===== config.mk =====
export PLATFORM = sky130hd
export DESIGN_NAME = instr_fetch_sequencer_flat
export DESIGN_NICKNAME = d
export VERILOG_FILES = /design/src/rtl/instr_fetch_sequencer_if.sv /design/src/rtl/instr_fetch_sequencer.sv /design/src/flat_wrapper.sv
export SDC_FILE = /design/constraint.sdc
export NUM_CORES = 1
export LEC_CHECK = 0
export ABC_AREA = 1
export BUFFER_PORTS_ARGS = -buffer_cell sky130_fd_sc_hd__clkbuf_2
export CAP_MARGIN = 40
export CORE_ASPECT_RATIO = 1.4
export CORE_MARGIN = 5
export CORE_UTILIZATION = 36
export DETAILED_ROUTE_END_ITERATION = 6
export GPL_TIMING_DRIVEN = 0
export PLACE_DENSITY = 0.64
export SLEW_MARGIN = 20
export SYNTH_ARGS = -nofsm -noshare
export SYNTH_HDL_FRONTEND = slang
export SYNTH_SLANG_ARGS = --single-unit
export TNS_END_PERCENT = 50

===== constraint.sdc =====
create_clock -name clk -period 1.81 [get_ports clk]
set_clock_uncertainty 0.05 [all_clocks]
set_input_delay 0.2715 -clock clk [delete_from_list [all_inputs] [get_ports clk]]
set_output_delay 0.2715 -clock clk [all_outputs]
set_load 0.1 [all_outputs]

===== src/rtl/instr_fetch_sequencer_if.sv =====
// instr_fetch_sequencer_if: memory, decode and redirect signals of the fetch sequencer
interface instr_fetch_sequencer_if #(parameter int ADDR_WIDTH = 10);
   logic                  run;
   logic [ADDR_WIDTH-1:0] mem_addr;
   logic [7:0]            mem_rdata;
   logic [31:0]           instr;
   logic [31:0]           instr_pc;
   logic                  instr_valid;
   logic                  instr_ready;
   logic                  redirect_valid;
   logic [31:0]           redirect_pc;
   logic                  fault;
   modport master (
      input  run, mem_rdata, instr_ready, redirect_valid, redirect_pc,
      output mem_addr, instr, instr_pc, instr_valid, fault
   );
   modport slave (
      output run, mem_rdata, instr_ready, redirect_valid, redirect_pc,
      input  mem_addr, instr, instr_pc, instr_valid, fault
   );
endinterface


===== src/rtl/instr_fetch_sequencer.sv =====
// instr_fetch_sequencer: byte-serial instruction fetch, little-endian word assembly, redirect/misalign trap
module instr_fetch_sequencer #(
   parameter int ADDR_WIDTH = 10,
   parameter int RESET_PC   = 0
) (
   input logic                     clk,
   input logic                     reset_n,
   instr_fetch_sequencer_if.master bus
);
   typedef enum logic [1:0] {IDLE, FETCH, HOLD, FAULT} state_t;
   state_t                state, state_n;
   logic [ADDR_WIDTH-1:0] pc, pc_n;
   logic [1:0]            byte_cnt, byte_cnt_n;
   logic [23:0]           byte_buf, byte_buf_n;
   logic [31:0]           instr, instr_n, instr_pc, instr_pc_n;
   logic                  instr_valid, instr_valid_n, fault, fault_n;
   logic                  unused_redirect_hi;
   assign unused_redirect_hi = ^bus.redirect_pc[31:ADDR_WIDTH];
   assign bus.mem_addr    = (state == FETCH) ? pc + ADDR_WIDTH'(byte_cnt) : pc;
   assign bus.instr       = instr;
   assign bus.instr_pc    = instr_pc;
   assign bus.instr_valid = instr_valid;
   assign bus.fault       = fault;
   always_comb begin
      state_n       = state;
      pc_n          = pc;
      byte_cnt_n    = byte_cnt;
      byte_buf_n    = byte_buf;
      instr_n       = instr;
      instr_pc_n    = instr_pc;
      instr_valid_n = instr_valid;
      fault_n       = fault;
      // a redirect outranks fetch/hold; in HOLD it also retires or drops the held word
      if (state != FAULT && bus.redirect_valid) begin
         instr_valid_n = 1'b0;
         if (bus.redirect_pc[1:0] != 2'b00) begin
            state_n = FAULT;
            fault_n = 1'b1;
         end else begin
            state_n    = bus.run ? FETCH : IDLE;
            pc_n       = bus.redirect_pc[ADDR_WIDTH-1:0];
            byte_cnt_n = 2'd0;
            byte_buf_n = '0;
         end
      end else begin
         case (state)
            IDLE: begin
               state_n    = bus.run ? FETCH : IDLE;
               byte_cnt_n = 2'd0;
            end
            FETCH: begin
               if (byte_cnt == 2'd3) begin
                  instr_n       = {bus.mem_rdata, byte_buf};
                  instr_pc_n    = 32'(pc);
                  pc_n          = pc + ADDR_WIDTH'(4);
                  byte_cnt_n    = 2'd0;
                  instr_valid_n = 1'b1;
                  state_n       = HOLD;
               end else begin
                  byte_buf_n[{byte_cnt, 3'b000} +: 8] = bus.mem_rdata;
                  byte_cnt_n = byte_cnt + 2'd1;
               end
            end
            HOLD: begin
               if (bus.instr_ready) begin
                  instr_valid_n = 1'b0;
                  state_n       = bus.run ? FETCH : IDLE;
               end
            end
            default: ;
         endcase
      end
   end
   always_ff @(posedge clk) begin
      if (!reset_n) begin
         state       <= IDLE;
         pc          <= ADDR_WIDTH'(RESET_PC);
         byte_cnt    <= 2'd0;
         byte_buf    <= '0;
         instr       <= '0;
         instr_pc    <= '0;
         instr_valid <= 1'b0;
         fault       <= 1'b0;
      end else begin
         state       <= state_n;
         pc          <= pc_n;
         byte_cnt    <= byte_cnt_n;
         byte_buf    <= byte_buf_n;
         instr       <= instr_n;
         instr_pc    <= instr_pc_n;
         instr_valid <= instr_valid_n;
         fault       <= fault_n;
      end
   end
endmodule


===== src/flat_wrapper.sv =====
// flat-port wrapper written by rule: the top's interface ports become plain ports
module instr_fetch_sequencer_flat 
#(
   parameter int ADDR_WIDTH = 10,
   parameter int RESET_PC   = 0
)
  (clk, reset_n, bus_run, bus_mem_rdata, bus_instr_ready, bus_redirect_valid, bus_redirect_pc, bus_mem_addr, bus_instr, bus_instr_pc, bus_instr_valid, bus_fault);
  instr_fetch_sequencer_if #(.ADDR_WIDTH(ADDR_WIDTH)) bus_i ();
  input logic clk;
  input logic reset_n;
  input wire logic [$bits(bus_i.run)-1:0] bus_run;
  input wire logic [$bits(bus_i.mem_rdata)-1:0] bus_mem_rdata;
  input wire logic [$bits(bus_i.instr_ready)-1:0] bus_instr_ready;
  input wire logic [$bits(bus_i.redirect_valid)-1:0] bus_redirect_valid;
  input wire logic [$bits(bus_i.redirect_pc)-1:0] bus_redirect_pc;
  output wire logic [$bits(bus_i.mem_addr)-1:0] bus_mem_addr;
  output wire logic [$bits(bus_i.instr)-1:0] bus_instr;
  output wire logic [$bits(bus_i.instr_pc)-1:0] bus_instr_pc;
  output wire logic [$bits(bus_i.instr_valid)-1:0] bus_instr_valid;
  output wire logic [$bits(bus_i.fault)-1:0] bus_fault;
  assign bus_i.run = bus_run;
  assign bus_i.mem_rdata = bus_mem_rdata;
  assign bus_i.instr_ready = bus_instr_ready;
  assign bus_i.redirect_valid = bus_redirect_valid;
  assign bus_i.redirect_pc = bus_redirect_pc;
  assign bus_mem_addr = bus_i.mem_addr;
  assign bus_instr = bus_i.instr;
  assign bus_instr_pc = bus_i.instr_pc;
  assign bus_instr_valid = bus_i.instr_valid;
  assign bus_fault = bus_i.fault;
  instr_fetch_sequencer #(.ADDR_WIDTH(ADDR_WIDTH), .RESET_PC(RESET_PC)) u_core (.clk(clk), .reset_n(reset_n), .bus(bus_i));
endmodule

* After elaboration in Yosys (flattened, before gate mapping)
Cells that the tools add are included.
** Storage, ports and cells
- Word-level logic and storage cells :: 65
- Input port bits :: 45
- Bits in registers :: 82
- Output and inout port bits :: 76
** Cells by class
- Reduce and logical (&&, ||, !) cells :: 16
- Add/subtract/negate cells :: 4
- Shifts and indexed selects :: 2
- Muxes and demuxes :: 23
- Equality and inequality tests :: 10
- Bitwise logic cells :: 2
** Operators with widths (count)
- 24-bit 2-to-1 mux :: 4
- 10-bit 2-to-1 mux :: 5
- 24-bit bitwise mux :: 1
- 8-bit by 7-bit variable shift with 24-bit output, first input constant :: 1
- 8-bit by 7-bit indexed part select with 24-bit output :: 1
- 3-bit AND reduction :: 5
- 2-bit 2-to-1 mux :: 7
- 10-bit by 2-bit adder with 10-bit output :: 1
- 10-bit by 3-bit adder with 10-bit output, second input constant :: 1
- 2-bit != test, second input constant :: 4
- 2-bit nonzero test :: 4
- 5-bit negator with 7-bit output :: 1
- 2-bit one-hot mux with 3 select lines :: 1
- 2-bit equality test, second input constant :: 2
- 2-bit one-hot mux with 2 select lines :: 1
- 2-bit AND reduction :: 2
- 4-bit nonzero test :: 1
- 1-bit 2-to-1 mux :: 3
- 3-bit by 2-bit != test with 1-bit output, second input constant :: 1
- 3-bit != test, second input constant :: 1
- 3-bit nonzero test :: 1
- 2-bit by 1-bit adder with 2-bit output, second input constant :: 1
- 2-bit by 1-bit equality test with 1-bit output, second input constant :: 1
- 2-bit logical NOT :: 1
- other kinds (5) :: 6

* Logic depth before layout (Yosys ltp)
Gate-level depths: netlist of the first run.
- Depth after elaboration :: 6
- Gate-level depth with buffers :: 10
- Depth with buffers taken out :: 9

* Worst setup path after synthesis of the first run
No wires, ideal clock.
- Kind :: register -> output
- From :: register u_core.byte_cnt[0]
- To :: output port bus_mem_addr[4]
- Cell stages (with the launch flop) :: 7
- Arrival :: 3613 ps
- Required time :: 1488 ps
- Slack :: -2124 ps
- Buffers on the path :: 1
- Cell sequence :: dfxtp_1 ha_1 inv_1 fa_1 or2_2 buf_6 o31ai_1
** Between the ends
- Word-level cells in the longest chain between the ends :: 2
** Ends and longest elaborated chain
- start: declaration :: line instr_fetch_sequencer.sv:13 : logic [1:0] byte_cnt, byte_cnt_n;
- start signal: assignment :: line instr_fetch_sequencer.sv:87 : byte_cnt <= byte_cnt_n;
- 10-bit by 2-bit adder with 10-bit output :: line instr_fetch_sequencer.sv:19 : assign bus.mem_addr = (state == FETCH) ? pc + ADDR_WIDTH'(byte_cnt) : pc;
- 10-bit 2-to-1 mux :: line instr_fetch_sequencer.sv:19
- end: declaration :: line flat_wrapper.sv:16 : output wire logic [$bits(bus_i.mem_addr)-1:0] bus_mem_addr;
Every way passes these cells.

* Worst setup path after layout of the first run
- From :: register u_core.pc[0]
- To :: output port bus_mem_addr[4]
** Between the ends
- Word-level cells in the longest chain between the ends :: 2
** Ends and longest elaborated chain
- start: declaration :: line instr_fetch_sequencer.sv:12 : logic [ADDR_WIDTH-1:0] pc, pc_n;
- start signal: assignment :: line instr_fetch_sequencer.sv:77 : pc <= ADDR_WIDTH'(RESET_PC);
- start signal: assignment :: line instr_fetch_sequencer.sv:86 : pc <= pc_n;
- 10-bit by 2-bit adder with 10-bit output :: line instr_fetch_sequencer.sv:19
- 10-bit 2-to-1 mux :: line instr_fetch_sequencer.sv:19
Every way passes these cells.

==> run_results.csv, run 1 <==
group,metric,value,unit
power,p_total,4.87,mW
die,initial_core_util,0.369,
power,power_density,929,nW/um2
synth,synth.top_cell.area_share,0.425,
detailed_routing,drt-total-wl,10800,um
cts,hold_buffers,0,
synth,synth-edff-count,0,
outcome,failed_checks,"negative setup slack",
cts,root_buffer,"clkbuf_16",
worst_setup_path,cp.arrival,1.96,ns
worst_setup_path,worst-path-max-fanout,7,
sta,timing.final.crit_share,1.26,
cts,cts_tree,"built",
min_path,min_path_type,"in -> reg",
synth,synthMuxAreaShare,0,
die,row_count,44,
power,leakage,2.65,nW
detailed_routing,drcViolationCount,0,
sta,fin_crit,2.29,ns
synth,synthFlopType,"dfxtp_1",
detailed_routing,ant_nets,0,
placement,gp_congestion,0.893,
synth,synth-simple-area-share,0.285,
worst_setup_path,rr_worst_depth,7,
global_route,grt_max_degree,15,
sta,grt_setup_unrepaired,"yes",
sta,tightest_slew,0.583,ns
finish,area_delta_synth_final,35.9,%
die,die_area,12900,um2
global_route,globalRouteTotalUtil,0.164,
synth,synthArstFlopShare,0,
sta,setup_ws,-0.476,ns
synth,yosys.area_share.adder,0.0311,
finish,drive_gt1_frac,0.279,
global_route,gr-usage-met1,0.187,
die,dieHeight,133,um
synth,synth_seq_cells,82,
worst_setup_path,crit_required,1.49,ns
placement,dp_hpwl,8050,um
worst_setup_path,worstSetupStartpointType,"flop",
synth,yosysMostFrequentCell,"nor2_1",
finish,fillCellCount,1034,
die,die_x,97.5,um
cts,clk_pin_slew_worst_paths,0.06,ns
sta,maxSlewHeadroom,0.613,
job,cap_viol_max_count,0,
global_route,antenna_found_initial,0,
power,ir_drop,0.000477,V
cts,cts_sinks,82,
sta,slew_violations,0,
synth,yosysSeqAreaShare,0.425,
sta,finalSetupViolations,10,
detailed_routing,first_pass_iters,5,
cts,h-tree-depth,3,
synth,synthXorXnorAreaFrac,0.0113,
global_route,grt_pass1_wl,17400,um
synth,synth_compound_area_frac,0.119,
synth,synth_area_leaders,"dfxtp_1 (43%), nor2_1 (9.9%), nand2_1 (9.3%)",
min_path,hold_depth,3,
synth,synth_top_family_by_area,"simple AND/OR/NAND/NOR gates",
placement,post-place-ws,-0.461,ns
synth,synthTopCellsByCount,"nor2_1 (102), nand2_1 (96), dfxtp_1 (82), inv_1 (55), o21ai_0 (54)",
synth,synth_area,3860,um2
die,io_pins,121,
synth,synth_warnings,0,
global_route,use_met2,0.291,
finish,final_area,5240,um2
detailed_routing,post_drt_wl_per_cell,13.6,um
finish,antenna_cells,0,
global_route,overflow,0,
finish,fin_util,0.501,
cts,numCtsBuffers,9,
global_route,gr-usage-met3,0.0348,
detailed_routing,viasPerCell,4.58,
finish,fin_nets,706,
sta,fmax,0.438,GHz
synth,avgSynthCellArea,7.15,um2
detailed_routing,drtIter0Drc,199,
synth,syn_inst,540,
global_route,grt_pass1_vias,3669,
worst_setup_path,cp-end-kind,"output pin",
outcome,outcome,"complete, but fails checks",
synth,synth.largest_area_cell,"dfxtp_1",
cts,worstSkewPairLatency,0.34,ns
placement,postPlaceCellArea,4600,um2
detailed_routing,route.vias.total,3643,
worst_setup_path,critPathKind,"reg -> out",
sta,hold_viol,0,
die,coreArea,10500,um2
placement,portBuffers,76,
global_route,grt_busiest_layer,"met2",
synth,ys_types,32,
sta,hold_slack,0.167,ns
cts,clockBufferDepth,2,
-- flip-flops by register name, summed over array words and instances (netlist names) --
register                flops
u_core.state                2
u_core.bus.instr_valid      1
u_core.bus.fault            1
u_core.pc                  10
u_core.bus.instr           32
u_core.byte_cnt             2
u_core.byte_buf            24
u_core.bus.instr_pc        10
-- power breakdown --
part / internal [mW] / switching (mW)
Clock: 1.26 / 0.740
Combinational: 0.272 / 0.704
Sequential: 1.86 / 0.0399
-- path summary, 6_finish.rpt --
check | startpoint | endpoint | slack (ns)
min reg2reg | u_core.byte_buf[8]$_SDFFE_PN0P_ | u_core.bus.instr[8]$_SDFFE_PN0P_ | 0.41
max | u_core.pc[0]$_SDFFE_PN0P_ | bus_mem_addr[4] | -0.48
min | bus_mem_rdata[1] | u_core.bus.instr[25]$_SDFFE_PN0P_ | 0.17
max reg2reg | u_core.byte_cnt[0]$_SDFFE_PN0P_ | u_core.byte_buf[9]$_SDFFE_PN0P_ | 0.02
-- cells by family (layout without fill, tap and decap cells) --
| kind of cell | after synthesis | in the layout |
|---|---|---|
| simple gates | 253 | 253 |
| buf+inv | 99 | 195 |
| flops | 82 | 82 |
| compound gates | 91 | 91 |
| xor+xnor | 5 | 5 |
| other cells | 1 | 22 |
| fa+ha+maj | 9 | 9 |
-- metal layers --
metal / up-vias / part of all wire
li1: 1892 / -
met4: 0 / 0.026
met3: 19 / 0.046
met5: - / 0
met1: 1637 / 0.42
met2: 95 / 0.51
-- per-stage QoR --
step / instances / TNS, ns
after floorplan: 561 / -3.58
after global placement: 775 / -3.20
after detailed placement: 775 / -3.39
after CTS: 792 / -3.38
after global routing: 795 / -4.90
final: 795 / -3.33
-- area by class of cell --
cell class              instances  area [um2]  area share
clock inverters                 5        86.3      0.0165
inverters                      56         214      0.0408
clock buffers                  11         243      0.0463
multi-input cells             380        2010       0.383
flip-flops and latches         82        1660       0.316
plain buffers                  42         272      0.0518
repair buffers                 81         589       0.112
well taps                     138         173      0.0329
-- worst max-delay path: stages (launching register included) --
cell	delay, ns
dfxtp_2	0.35
ha_4	0.14
inv_2	0.03
fa_2	0.31
or2_4	0.32
o31ai_4	0.22
clkbuf_16	0.24
-- cells in the final DEF, fill, tap and decap left out, types with 6 or more instances in the layout --
cell type	instances
a21oi_1	31
buf_2	6
buf_4	28
clkbuf_1	8
clkbuf_16	16
clkbuf_2	67
conb_1	22
dfxtp_1	74
dfxtp_2	6
inv_1	49
inv_2	6
nand2_1	93
nand2_2	6
nand3_1	26
nor2_1	98
nor3_1	7
o21ai_0	51
-- what timing repair did --
item	4_1_cts	5_1_grt
setup buffers	2	3
endpoints found under the setup margin	10	42
resized for setup	43	21
pin swaps	6	5
No activity file was read; power rests on OpenSTA's default activity.
==> inputs of run 2 (changes only) <==
- CORE_ASPECT_RATIO: 1.4 -> 0.5
- clock period: 1.81 -> 2.1 ns (I/O delays scaled with it)
==> run_results.csv, run 2 (synthesized netlist as in run 1, its figures left out) <==
group,metric,value,unit
outcome,outcome,"complete, but fails checks",
outcome,failed_checks,"negative setup slack",
global_route,use_met2,0.253,
worst_setup_path,critPathKind,"reg -> out",
finish,final_cell_count_no_fill,793,
detailed_routing,drcViolationCount,0,
detailed_routing,post_drt_wl_per_cell,13.1,um
worst_setup_path,cp-end-kind,"output pin",
worst_setup_path,path_cells,"ha_4 -> inv_2 -> fa_2 -> or2_4 -> nor2_1 -> a21oi_4 -> clkbuf_8",
die,initial_core_util,0.373,
placement,postPlaceCellArea,4590,um2
finish,fin_util,0.491,
cts,root_buffer,"clkbuf_16",
sta,slew_violations,0,
worst_setup_path,worst-path-max-fanout,7,
finish,drive_gt1_frac,0.250,
global_route,grt_pass1_vias,3559,
placement,dp_hpwl,7840,um
global_route,gr-usage-met1,0.226,
detailed_routing,route.vias.total,3653,
power,ir_drop,0.000419,V
sta,timing.final.crit_share,1.11,
power,power_density,807,nW/um2
sta,fmax,0.430,GHz
die,row_count,26,
sta,maxSlewHeadroom,0.611,
detailed_routing,drt-total-wl,10400,um
cts,cts_sinks,82,
global_route,antenna_found_initial,0,
worst_setup_path,cp.arrival,1.96,ns
global_route,gr-usage-met3,0.0421,
detailed_routing,drtIter0Drc,199,
worst_setup_path,critPathBufInv,2,
finish,final_cell_mix,"nor2_1 (100), nand2_1 (95), dfxtp_1 (77), clkbuf_2 (67), inv_1 (52)",
placement,post-place-ws,-0.231,ns
global_route,overflow,0,
worst_setup_path,crit_required,1.74,ns
sta,tightest_slew,0.583,ns
placement,gp_congestion,0.883,
finish,antenna_cells,0,
sta,grt_setup_unrepaired,"yes",
global_route,grt_max_degree,13,
die,io_pins,121,
placement,dp.cells,777,
job,cap_viol_max_count,0,
cts,clk_pin_slew_worst_paths,0.06,ns
sta,tns,-0.942,ns
finish,final_common_cell,"nor2_1",
finish,fin_nets,704,
detailed_routing,ant_nets,0,
sta,hold_viol,0,
die,die_x,156,um
die,coreArea,10300,um2
cts,h-tree-depth,3,
detailed_routing,viasPerCell,4.61,
power,leakage,2.62,nW
finish,largest_reg_flops,32,
min_path,min_path_type,"in -> reg",
cts,clockBufferDepth,2,
finish,largestRegisters,"u_core.bus.instr (32), u_core.byte_buf (24)",
worst_setup_path,worstSetupStartpointType,"flop",
sta,setup_ws,-0.227,ns
power,p_total,4.10,mW
finish,largest-register,"u_core.bus.instr",
global_route,globalRouteTotalUtil,0.164,
global_route,grt_pass1_wl,17400,um
sta,hold_slack,0.203,ns
cts,numCtsBuffers,9,
worst_setup_path,crit_path_max_incr_delay,0.35,ns
global_route,grt_busiest_layer,"met2",
worst_setup_path,critPathTopFamily,"simple AND/OR/NAND/NOR gates",
finish,area_delta_synth_final,31.5,%
sta,finalSetupViolations,8,
detailed_routing,first_pass_iters,5,
cts,cts_tree,"built",
sta,fin_crit,2.33,ns
finish,final_area,5070,um2
worst_setup_path,crit_path_top_delay_cell,"dfxtp_2",
cts,worstSkewPairLatency,0.34,ns
placement,portBuffers,76,
die,die_area,13000,um2
die,dieHeight,83.2,um
-- run 2: cell count changes in the layout (fill, tap and decap cells not counted), sizes merged --
cell,change
clkinv,-1
clkbuf,-4
clkinvlp,-1
buf,+2
-- run 2: cell type report --
| class | instances | area (um2) |
|---|---|---|
| Timing Repair Buffer | 79 | 543 |
| Tap cell | 140 | 175 |
| Multi-Input combinational cell | 380 | 1920 |
| Inverter | 56 | 210 |
| Clock inverter | 3 | 65.1 |
| Buffer | 42 | 267 |
| Clock buffer | 11 | 243 |
| Fill cell | 1078 | 5270 |
| Sequential cell | 82 | 1650 |
-- run 2: path summary, 6_finish.rpt --
check / start / depth (start not counted) / slack [ns] / to
worst max-delay path: u_core.pc[0]$_SDFFE_PN0P_ / 7 / -0.23 / bus_mem_addr[8]
worst min-delay path: bus_mem_rdata[2] / 3 / 0.20 / u_core.bus.instr[26]$_SDFFE_PN0P_
worst max register to register: u_core.byte_cnt[0]$_SDFFE_PN0P_ / 10 / 0.21 / u_core.byte_buf[5]$_SDFFE_PN0P_
worst min register to register: u_core.byte_buf[8]$_SDFFE_PN0P_ / 2 / 0.41 / u_core.bus.instr[8]$_SDFFE_PN0P_
-- run 2: timing repair --
item                       in CTS  in global routing
buffers inserted                2                  1
resized for setup              29                 10
hold buffers                    0                  0
pin swaps                       4                  2
setup endpoints to repair      10                 13
-- run 2: per-layer routing --
| layer | vias to the layer above | wire [um] | part of all wire |
|---|---|---|---|
| met2 | 107 | 4590 | 0.44 |
| met4 | 0 | 119 | 0.011 |
| met1 | 1648 | 5000 | 0.48 |
| li1 | 1888 | - | - |
| met3 | 10 | 708 | 0.068 |
| met5 | - | 0 | 0 |
-- run 2: worst min-delay path, cell delays in order --
cell and delay (ns):
clkbuf_2 0.09, inv_1 0.07, a21oi_1 0.06
-- run 2: power by group --
part	internal (mW)	total [mW]	switching [mW]
registers	1.60	1.64	0.0340
clock network	1.06	1.66	0.605
logic	0.212	0.796	0.584
total	2.87	4.10	1.22
==> inputs of run 3 (changes only) <==
--- a/config.mk
+++ b/config.mk
@@ -8,2 +8,3 @@
 export ABC_AREA = 1
+export ABC_CLOCK_PERIOD_IN_PS = 2800
 export BUFFER_PORTS_ARGS = -buffer_cell sky130_fd_sc_hd__clkbuf_2
@@ -15,3 +16,3 @@
 export GPL_TIMING_DRIVEN = 0
-export PLACE_DENSITY = 0.64
+export PLACE_DENSITY = 0.62
 export SLEW_MARGIN = 20
==> constraint.sdc (replaced) <==
create_clock -name clk -period 2.8 [get_ports clk]
set_clock_uncertainty 0.05 [all_clocks]
set_input_delay 0.28 -clock clk [delete_from_list [all_inputs] [get_ports clk]]
set_output_delay 0.28 -clock clk [all_outputs]
set_load 0.1 [all_outputs]
==> run_results.csv, run 3 (synthesized netlist as in run 1, its figures left out) <==
group,metric,value,unit
sta,tns,0,ns
worst_setup_path,r2r_end,"u_core.byte_buf[0]$_SDFFE_PN0P_",
worst_setup_path,rr_worst_depth,10,
global_route,grt_pass1_wl,17300,um
worst_setup_path,cp-startpoint,"u_core.byte_cnt[1]$_SDFFE_PN0P_",
detailed_routing,drtIter0Drc,182,
power,ir_drop,0.000300,V
worst_setup_path,r2r_slack,0.93,ns
die,die_x,156,um
cts,numCtsBuffers,9,
placement,post-place-ws,0.294,ns
cts,h-tree-depth,3,
die,row_count,26,
finish,largest_reg_flops,32,
finish,final_common_cell,"nor2_1",
die,dieHeight,83.2,um
worst_setup_path,critPathKind,"reg -> out",
sta,slew_violations,0,
cts,root_buffer,"clkbuf_16",
global_route,grt_max_degree,14,
worst_setup_path,worstSetupStartpointType,"flop",
die,coreArea,10300,um2
cts,hold_buffers,0,
sta,fin_crit,2.64,ns
worst_setup_path,cp.arrival,2.31,ns
worst_setup_path,worst-path-max-fanout,7,
detailed_routing,viasPerCell,4.58,
detailed_routing,post_drt_wl_per_cell,13.1,um
die,initial_core_util,0.373,
detailed_routing,drcViolationCount,0,
finish,final_area,4780,um2
detailed_routing,first_pass_iters,5,
finish,antenna_cells,0,
worst_setup_path,critPathBufInv,3,
worst_setup_path,crit_path_top_delay_cell,"dfxtp_1",
cts,clk_pin_slew_worst_paths,0.06,ns
finish,drive_gt1_frac,0.219,
cts,cts_tree,"built",
sta,tightest_slew,0.617,ns
detailed_routing,ant_nets,0,
worst_setup_path,path_cells,"inv_1 -> fa_1 -> or2_2 -> buf_6 -> a21oi_1 -> buf_6",
cts,worstSkewPairLatency,0.34,ns
finish,final_cell_mix,"nor2_1 (102), nand2_1 (96), dfxtp_1 (81), clkbuf_2 (73), inv_1 (55)",
finish,largest-register,"u_core.bus.instr",
sta,setup_ws,0.158,ns
placement,dp.cells,777,
cts,clockBufferDepth,2,
sta,finalSetupViolations,0,
worst_setup_path,crit_required,2.47,ns
power,leakage,2.52,nW
finish,fillCellCount,1076,
placement,dp_hpwl,7830,um
worst_setup_path,crit_top_cell,"buf_6",
sta,maxSlewHeadroom,0.589,
sta,fmax,0.378,GHz
job,cap_viol_max_count,0,
cts,cts_sinks,82,
die,io_pins,121,
min_path,hold_depth,3,
min_path,hp-start,"bus_mem_rdata[2]",
sta,hold_slack,0.174,ns
placement,postPlaceCellArea,4500,um2
global_route,grt_pass1_vias,3515,
detailed_routing,drt-total-wl,10400,um
power,power_density,591,nW/um2
sta,grt_setup_unrepaired,"no",
finish,largestRegisters,"u_core.bus.instr (32), u_core.byte_buf (24)",
global_route,overflow,0,
min_path,min_path_type,"in -> reg",
finish,fin_nets,702,
finish,final_cell_count_no_fill,792,
min_path,hold_end,"u_core.bus.instr[26]$_SDFFE_PN0P_",
sta,timing.final.crit_share,0.944,
sta,hold_viol,0,
global_route,antenna_found_initial,0,
worst_setup_path,crit_path_max_incr_delay,0.43,ns
outcome,outcome,"finished clean",
worst_setup_path,critPathTopFamily,"buffers and inverters",
detailed_routing,route.vias.total,3631,
placement,gp_congestion,0.859,
global_route,globalRouteTotalUtil,0.163,
worst_setup_path,r2r-start,"u_core.byte_cnt[1]$_SDFFE_PN0P_",
placement,portBuffers,76,
worst_setup_path,cp-end-kind,"output pin",
die,die_area,13000,um2
finish,area_delta_synth_final,23.8,%
run 3: what timing repair did:
action                                  in CTS  in global routing
setup buffers                                0                  0
resized for setup                            3                  7
endpoints found under the setup margin       3                  3
run 3: where the power goes:
group	leakage, nW	total (mW)	internal, mW	switching (mW)
sequential	0.665	1.23	1.20	0.0251
combinational	1.73	0.550	0.126	0.425
clock	0.120	1.05	0.592	0.456
total	2.52	2.83	1.92	0.906
run 3: how the worst max path moves through the flow:
stage	slack [ns]	depth (start not counted)	endpoint
global placement	0.29	7	bus_mem_addr[8]
CTS	0.04	7	bus_mem_addr[2]
global route	0.07	6	bus_mem_addr[4]
detailed placement	0.29	7	bus_mem_addr[4]
floorplan	-0.39	6	bus_mem_addr[6]
finish	0.16	6	bus_mem_addr[8]
run 3: layout make-up:
cell class,count,area [um2],share of cell area
plain buffers,43,278,0.0581
clock buffers,10,229,0.0479
clock inverters,5,32.5,0.00681
inverters,56,210,0.0440
multi-input cells,380,1810,0.379
flip-flops and latches,82,1640,0.344
well taps,140,175,0.0367
repair buffers,76,398,0.0833
run 3: tightest hold or removal path: stages:
cell      delay, ns
clkbuf_2       0.10
inv_1          0.07
a21oi_1        0.06
run 3: routing by layer:
| layer | global-route usage | wire, um | up-vias |
|---|---|---|---|
| met4 | 0.0433 | 140 | 0 |
| li1 | - | - | 1882 |
| met3 | 0.0400 | 769 | 13 |
| met2 | 0.253 | 4440 | 119 |
| met5 | 0 | 0 | - |
| met1 | 0.224 | 5040 | 1617 |
run 3: metrics by stage:
step           utilization  power, mW
2_1_floorplan            -       1.70
3_3_place_gp         0.435       1.79
3_5_place_dp         0.435       1.80
4_1_cts              0.461       2.85
5_1_grt              0.462       2.96
6_report             0.462       2.83
